==> config.mk <==
export PLATFORM = sky130hd
export DESIGN_NAME = addsub_accum_ctrl
export DESIGN_NICKNAME = d
export VERILOG_FILES = /design/src/rtl/addsub_accum_ctrl.sv
export SDC_FILE = /design/constraint.sdc
export NUM_CORES = 1
export LEC_CHECK = 0
export CAP_MARGIN = 20
export CORE_ASPECT_RATIO = 1.4
export CORE_UTILIZATION = 37
export CTS_CLUSTER_DIAMETER = 150
export CTS_CLUSTER_SIZE = 10
export DETAILED_ROUTE_END_ITERATION = 12
export GPL_TIMING_DRIVEN = 0
export MAX_ROUTING_LAYER = met4
export PLACE_DENSITY = 0.82
export SYNTH_ARGS = -nofsm -noshare
export SYNTH_HDL_FRONTEND = slang
export SYNTH_SLANG_ARGS = --single-unit
==> constraint.sdc <==
create_clock -name clk -period 1.3 [get_ports clk]
set_clock_uncertainty 0.1 [all_clocks]
set_input_delay 0.26 -clock clk [delete_from_list [all_inputs] [get_ports clk]]
set_output_delay 0.26 -clock clk [all_outputs]
set_load 0.01 [all_outputs]
==> src/rtl/addsub_accum_ctrl.sv <==
// 4-bit accumulator sequencer that drives an external add_Sub_4bit through an
// IDLE/EXEC/RESP handshake, with optional saturation and a sticky overflow flag.
module addsub_accum_ctrl #(
  parameter bit OVF_SATURATE = 1'b0
) (
  input  logic       clk,
  input  logic       rst,
  input  logic       cmd_valid,
  output logic       cmd_ready,
  input  logic [1:0] cmd_op,
  input  logic [3:0] cmd_data,
  output logic [3:0] as_a,
  output logic [3:0] as_b,
  output logic       as_op,
  input  logic [3:0] as_sum,
  input  logic       as_cout,
  input  logic       as_v,
  output logic [3:0] acc,
  output logic       res_valid,
  input  logic       res_ready,
  output logic       res_cout,
  output logic       res_v,
  output logic       sticky_ovf,
  input  logic       ovf_clr
);

  typedef enum logic [1:0] {
    IDLE = 2'd0,
    EXEC = 2'd1,
    RESP = 2'd2
  } state_t;

  localparam logic [1:0] OP_LOAD  = 2'b00;
  localparam logic [1:0] OP_ADD   = 2'b01;
  localparam logic [1:0] OP_SUB   = 2'b10;
  localparam logic [1:0] OP_CLEAR = 2'b11;

  state_t     state_r;
  logic [1:0] op_r;
  logic [3:0] opnd_r;
  logic [3:0] arith_next_s;

  // Overflow can only push away from the pre-op sign, so that sign picks the rail.
  function automatic logic [3:0] sat_value(input logic sign);
    return sign ? 4'b1000 : 4'b0111;
  endfunction

  // ADD/SUB result, clamped on signed overflow when saturation is enabled
  always_comb begin
    if (as_v && OVF_SATURATE) begin
      arith_next_s = sat_value(acc[3]);
    end else begin
      arith_next_s = as_sum;
    end
  end

  // adder operand decode; operand and direction only presented during EXEC
  always_comb begin
    as_a = acc;
    if (state_r == EXEC) begin
      as_b  = opnd_r;
      as_op = (op_r == OP_SUB);
    end else begin
      as_b  = 4'b0000;
      as_op = 1'b0;
    end
  end

  // command sequencer, accumulator and result registers
  always_ff @(posedge clk or posedge rst) begin
    if (rst) begin
      state_r    <= IDLE;
      op_r       <= 2'b00;
      opnd_r     <= 4'b0000;
      acc        <= 4'b0000;
      cmd_ready  <= 1'b1;
      res_valid  <= 1'b0;
      res_cout   <= 1'b0;
      res_v      <= 1'b0;
      sticky_ovf <= 1'b0;
    end else begin
      // an overflow or CLEAR in the same cycle overrides this
      if (ovf_clr) begin
        sticky_ovf <= 1'b0;
      end
      case (state_r)
        IDLE: begin
          if (cmd_valid && cmd_ready) begin
            op_r      <= cmd_op;
            opnd_r    <= cmd_data;
            cmd_ready <= 1'b0;
            state_r   <= EXEC;
          end
        end
        EXEC: begin
          case (op_r)
            OP_LOAD: begin
              acc      <= opnd_r;
              res_cout <= 1'b0;
              res_v    <= 1'b0;
            end
            OP_ADD, OP_SUB: begin
              acc      <= arith_next_s;
              res_cout <= as_cout;
              res_v    <= as_v;
              if (as_v) begin
                sticky_ovf <= 1'b1;
              end
            end
            OP_CLEAR: begin
              acc        <= 4'b0000;
              res_cout   <= 1'b0;
              res_v      <= 1'b0;
              sticky_ovf <= 1'b0;
            end
            default: begin
              acc <= acc;
            end
          endcase
          res_valid <= 1'b1;
          state_r   <= RESP;
        end
        RESP: begin
          if (res_ready) begin
            res_valid <= 1'b0;
            cmd_ready <= 1'b1;
            state_r   <= IDLE;
          end
        end
        default: begin
          res_valid <= 1'b0;
          cmd_ready <= 1'b1;
          state_r   <= IDLE;
        end
      endcase
    end
  end

endmodule

==> flow_summary.json <==
{
  "path_cells": "and2b_2, buf_6, and2_4, buf_6",
  "setup_violations": 20,
  "num_io_pins": 35,
  "area_delta_synth_final_pct": 71.0,
  "ant_nets": 0,
  "wire_per_inst_um": 15.1,
  "wl_met1_um": 826,
  "drive_gt1_share_pct": 45.4,
  "hp-class": "primary input to asynchronous set/reset pin",
  "port_buffers": 34,
  "grt_usage_pct": 19.1,
  "drtIter0Drc": 10,
  "postSynthCellCount": 78,
  "cts.sinks": 17,
  "initial_utilization_pct": 40.2,
  "overflow": 0,
  "layout_commonest_cell": "buf_6",
  "die_w_um": 41.6,
  "fin_crit_ns": 1.67,
  "drc": 0,
  "crit_type": "flop to output pin",
  "insertedDiodeCount": 0,
  "intPower_w": 0.00160,
  "clk_latency_ns": 0.31,
  "p_leak_nw": 0.665,
  "yosysWarningCount": 0,
  "rsz0062_at_grt": "yes",
  "gp_congestion": 0.756,
  "maxSlewViolCount": 0,
  "cts_buffers": 3,
  "status": "complete, but fails checks",
  "met3_length_um": 108,
  "antenna_found_initial": 0,
  "die_h_um": 57.4,
  "grt_pass1_wl_mm": 3.36,
  "layout.nets": 150,
  "required_ns": 0.94,
  "pwr-share-comb_pct": 52.0,
  "switching_power_w": 0.000887,
  "nFillCells": 157,
  "post-route-period-util_pct": 128,
  "cts_hold_buf": 0,
  "ys_seq_elements": 17,
  "syn_area_per_cell_sq_um": 10.4,
  "cap_violations": 0,
  "drt_pass1_iterations": 4,
  "place_hpwl_mm": 1.30,
  "syn-cell-area_sq_um": 812,
  "grt_max_degree": 18,
  "tightest_slew_ns": 0.643,
  "critPathTopFamily": "flip-flops",
  "totalWireLength_mm": 2.28,
  "clk_path_buf_depth": 2,
  "clock_power_share_pct": 12.3,
  "cts_max_level": 1,
  "switching_share_pct": 35.7,
  "seqPwrFrac_pct": 35.6,
  "synth.distinct_cells": 21,
  "path_clk_slew_ns": 0.11,
  "path_buf_inv": 2,
  "layout_setup_ws_ns": -0.365,
  "max-slew-margin-rel_pct": 57.1,
  "yosysSeqAreaShare_pct": 52.5,
  "core_sq_um": 2020,
  "worstSetupStartpointType": "flop",
  "grt_pass1_vias": 713,
  "violations": "negative setup slack",
  "avgViaCountPerCell": 5.10,
  "worst_path_max_delay_cell": "dfrtp_1",
  "peakVddDrop_v": 0.000977,
  "cts_root_buffer": "clkbuf_4",
  "setup_tns_ns": -3.45,
  "critical-path-max-stage-delay_ns": 0.40,
  "finalHoldViolCount": 0,
  "whs_ns": 0.232,
  "path_common_cell": "buf_6",
  "die_area_sq_um": 2390,
  "tritoncts": "built",
  "powerDensity_nw_per_um2": 1790,
  "total_power_w": 0.00249,
  "final_cell_mix": "buf_6, clkdlybuf4s50_1, dfrtp_1",
  "via_count": 770,
  "placementRows": 19,
  "cp.arrival_ns": 1.31,
  "path_max_fanout": 6,
  "cp-end-kind": "output pin",
  "synth_nets": 97,
  "dr_wl_met2_mm": 1.29,
  "fmax_mhz": 600,
  "highest_layer": "met4"
}
-- cell usage after synthesis --
cell type | count | area share, %
dfrtp_1 | 16 | 49
inv_1 | 8 | 3.7
nor2_1 | 7 | 3.2
nand2_1 | 6 | 2.8
nand3_1 | 6 | 3.7
and2_1 | 5 | 3.9
o21ai_0 | 5 | 3.1
a31oi_1 | 4 | 3.1
buf_4 | 4 | 3.7
mux2_4 | 4 | 7.4
buf_2 | 2 | 1.2
ha_1 | 2 | 3.1
a21o_2 | 1 | 1.1
a21oi_1 | 1 | 0.62
a22oi_1 | 1 | 0.92
a32oi_1 | 1 | 1.1
and2b_2 | 1 | 1.1
and4bb_1 | 1 | 1.5
buf_6 | 1 | 1.4
dfstp_2 | 1 | 3.2
o21a_1 | 1 | 0.92
-- layout make-up --
cell class	instances	area (sq um)	area share (%)
buffer	4	45.0	3.24
clock buffer	4	26.3	1.89
inverter	8	30.0	2.16
multi-input combinational	46	360	25.9
sequential	17	428	30.8
tap	21	26.3	1.89
timing repair buffer	51	473	34.1
-- layer usage --
metal,GRT usage (%),vias up
met5,-,-
met4,9.68,0
met3,1.90,7
met2,32.8,39
met1,21.9,366
li1,-,358
-- worst register-to-register path: cells and delay by family, from the launching register on --
| kind | cells | cell delay [ns] |
|---|---|---|
| buffers and inverters | 4 | 0.49 |
| DFF | 1 | 0.40 |
| AOI/OAI and AO/OA | 2 | 0.28 |
| and+or+nand+nor | 1 | 0.22 |
-- worst paths after layout --
check	slack [ns]	to	depth (start not counted)	startpoint
max	-0.37	as_b[3]	4	state_r[0]
min	0.23	acc[0]	2	rst
max reg2reg	-0.28	sticky_ovf	7	state_r[0]
min reg2reg	0.40	res_valid	1	res_valid
max in group asynchronous	0.42	acc[1]	2	rst
min in group clk	0.39	op_r[1]	3	cmd_op[1]
-- power groups by stage --
| stage | registers [W] | logic, W | clock network (W) |
|---|---|---|---|
| global route | 0.000907 | 0.00138 | 0.000318 |
| finish | 0.000885 | 0.00129 | 0.000306 |
| global placement | 0.000864 | 0.00102 | 0 |
| floorplan | 0.000903 | 0.000523 | 0 |
| detailed placement | 0.000879 | 0.00105 | 0 |
| CTS | 0.000874 | 0.00124 | 0.000288 |
-- what timing repair did --
item                                    in CTS  in global routing
resized for setup                           85                 22
buffers inserted                            12                  7
endpoints found under the setup margin      26                 27
hold endpoints to repair                     0                  0
pin swaps                                    6                  3
-- cell families after synthesis --
kind of cell / after synthesis / synth area share, %
AOI/OAI and AO/OA: 14 / 10.8
buffers and inverters: 15 / 10.0
DFF: 17 / 52.5
adders and majority gates: 2 / 3.08
muxes: 4 / 7.40
and+or+nand+nor: 26 / 16.2
-- registers in the layout (all words and copies together) (netlist names) --
register / count
acc: 4
cmd_ready: 1
op_r: 2
opnd_r: 4
res_cout: 1
res_v: 1
res_valid: 1
state_r: 2
sticky_ovf: 1
-- stage by stage --
stage	setup slack, ns	instance area [sq um]	std cells	utilization, %
after floorplan	-0.0882	812	78	-
after global placement	-0.547	1180	133	58.3
after detailed placement	-0.570	1180	133	58.3
after CTS	-0.322	1350	148	66.6
after global routing	-0.403	1390	151	68.7
final	-0.365	1390	151	68.7
Note: power is estimated with default switching activity, not from simulation.
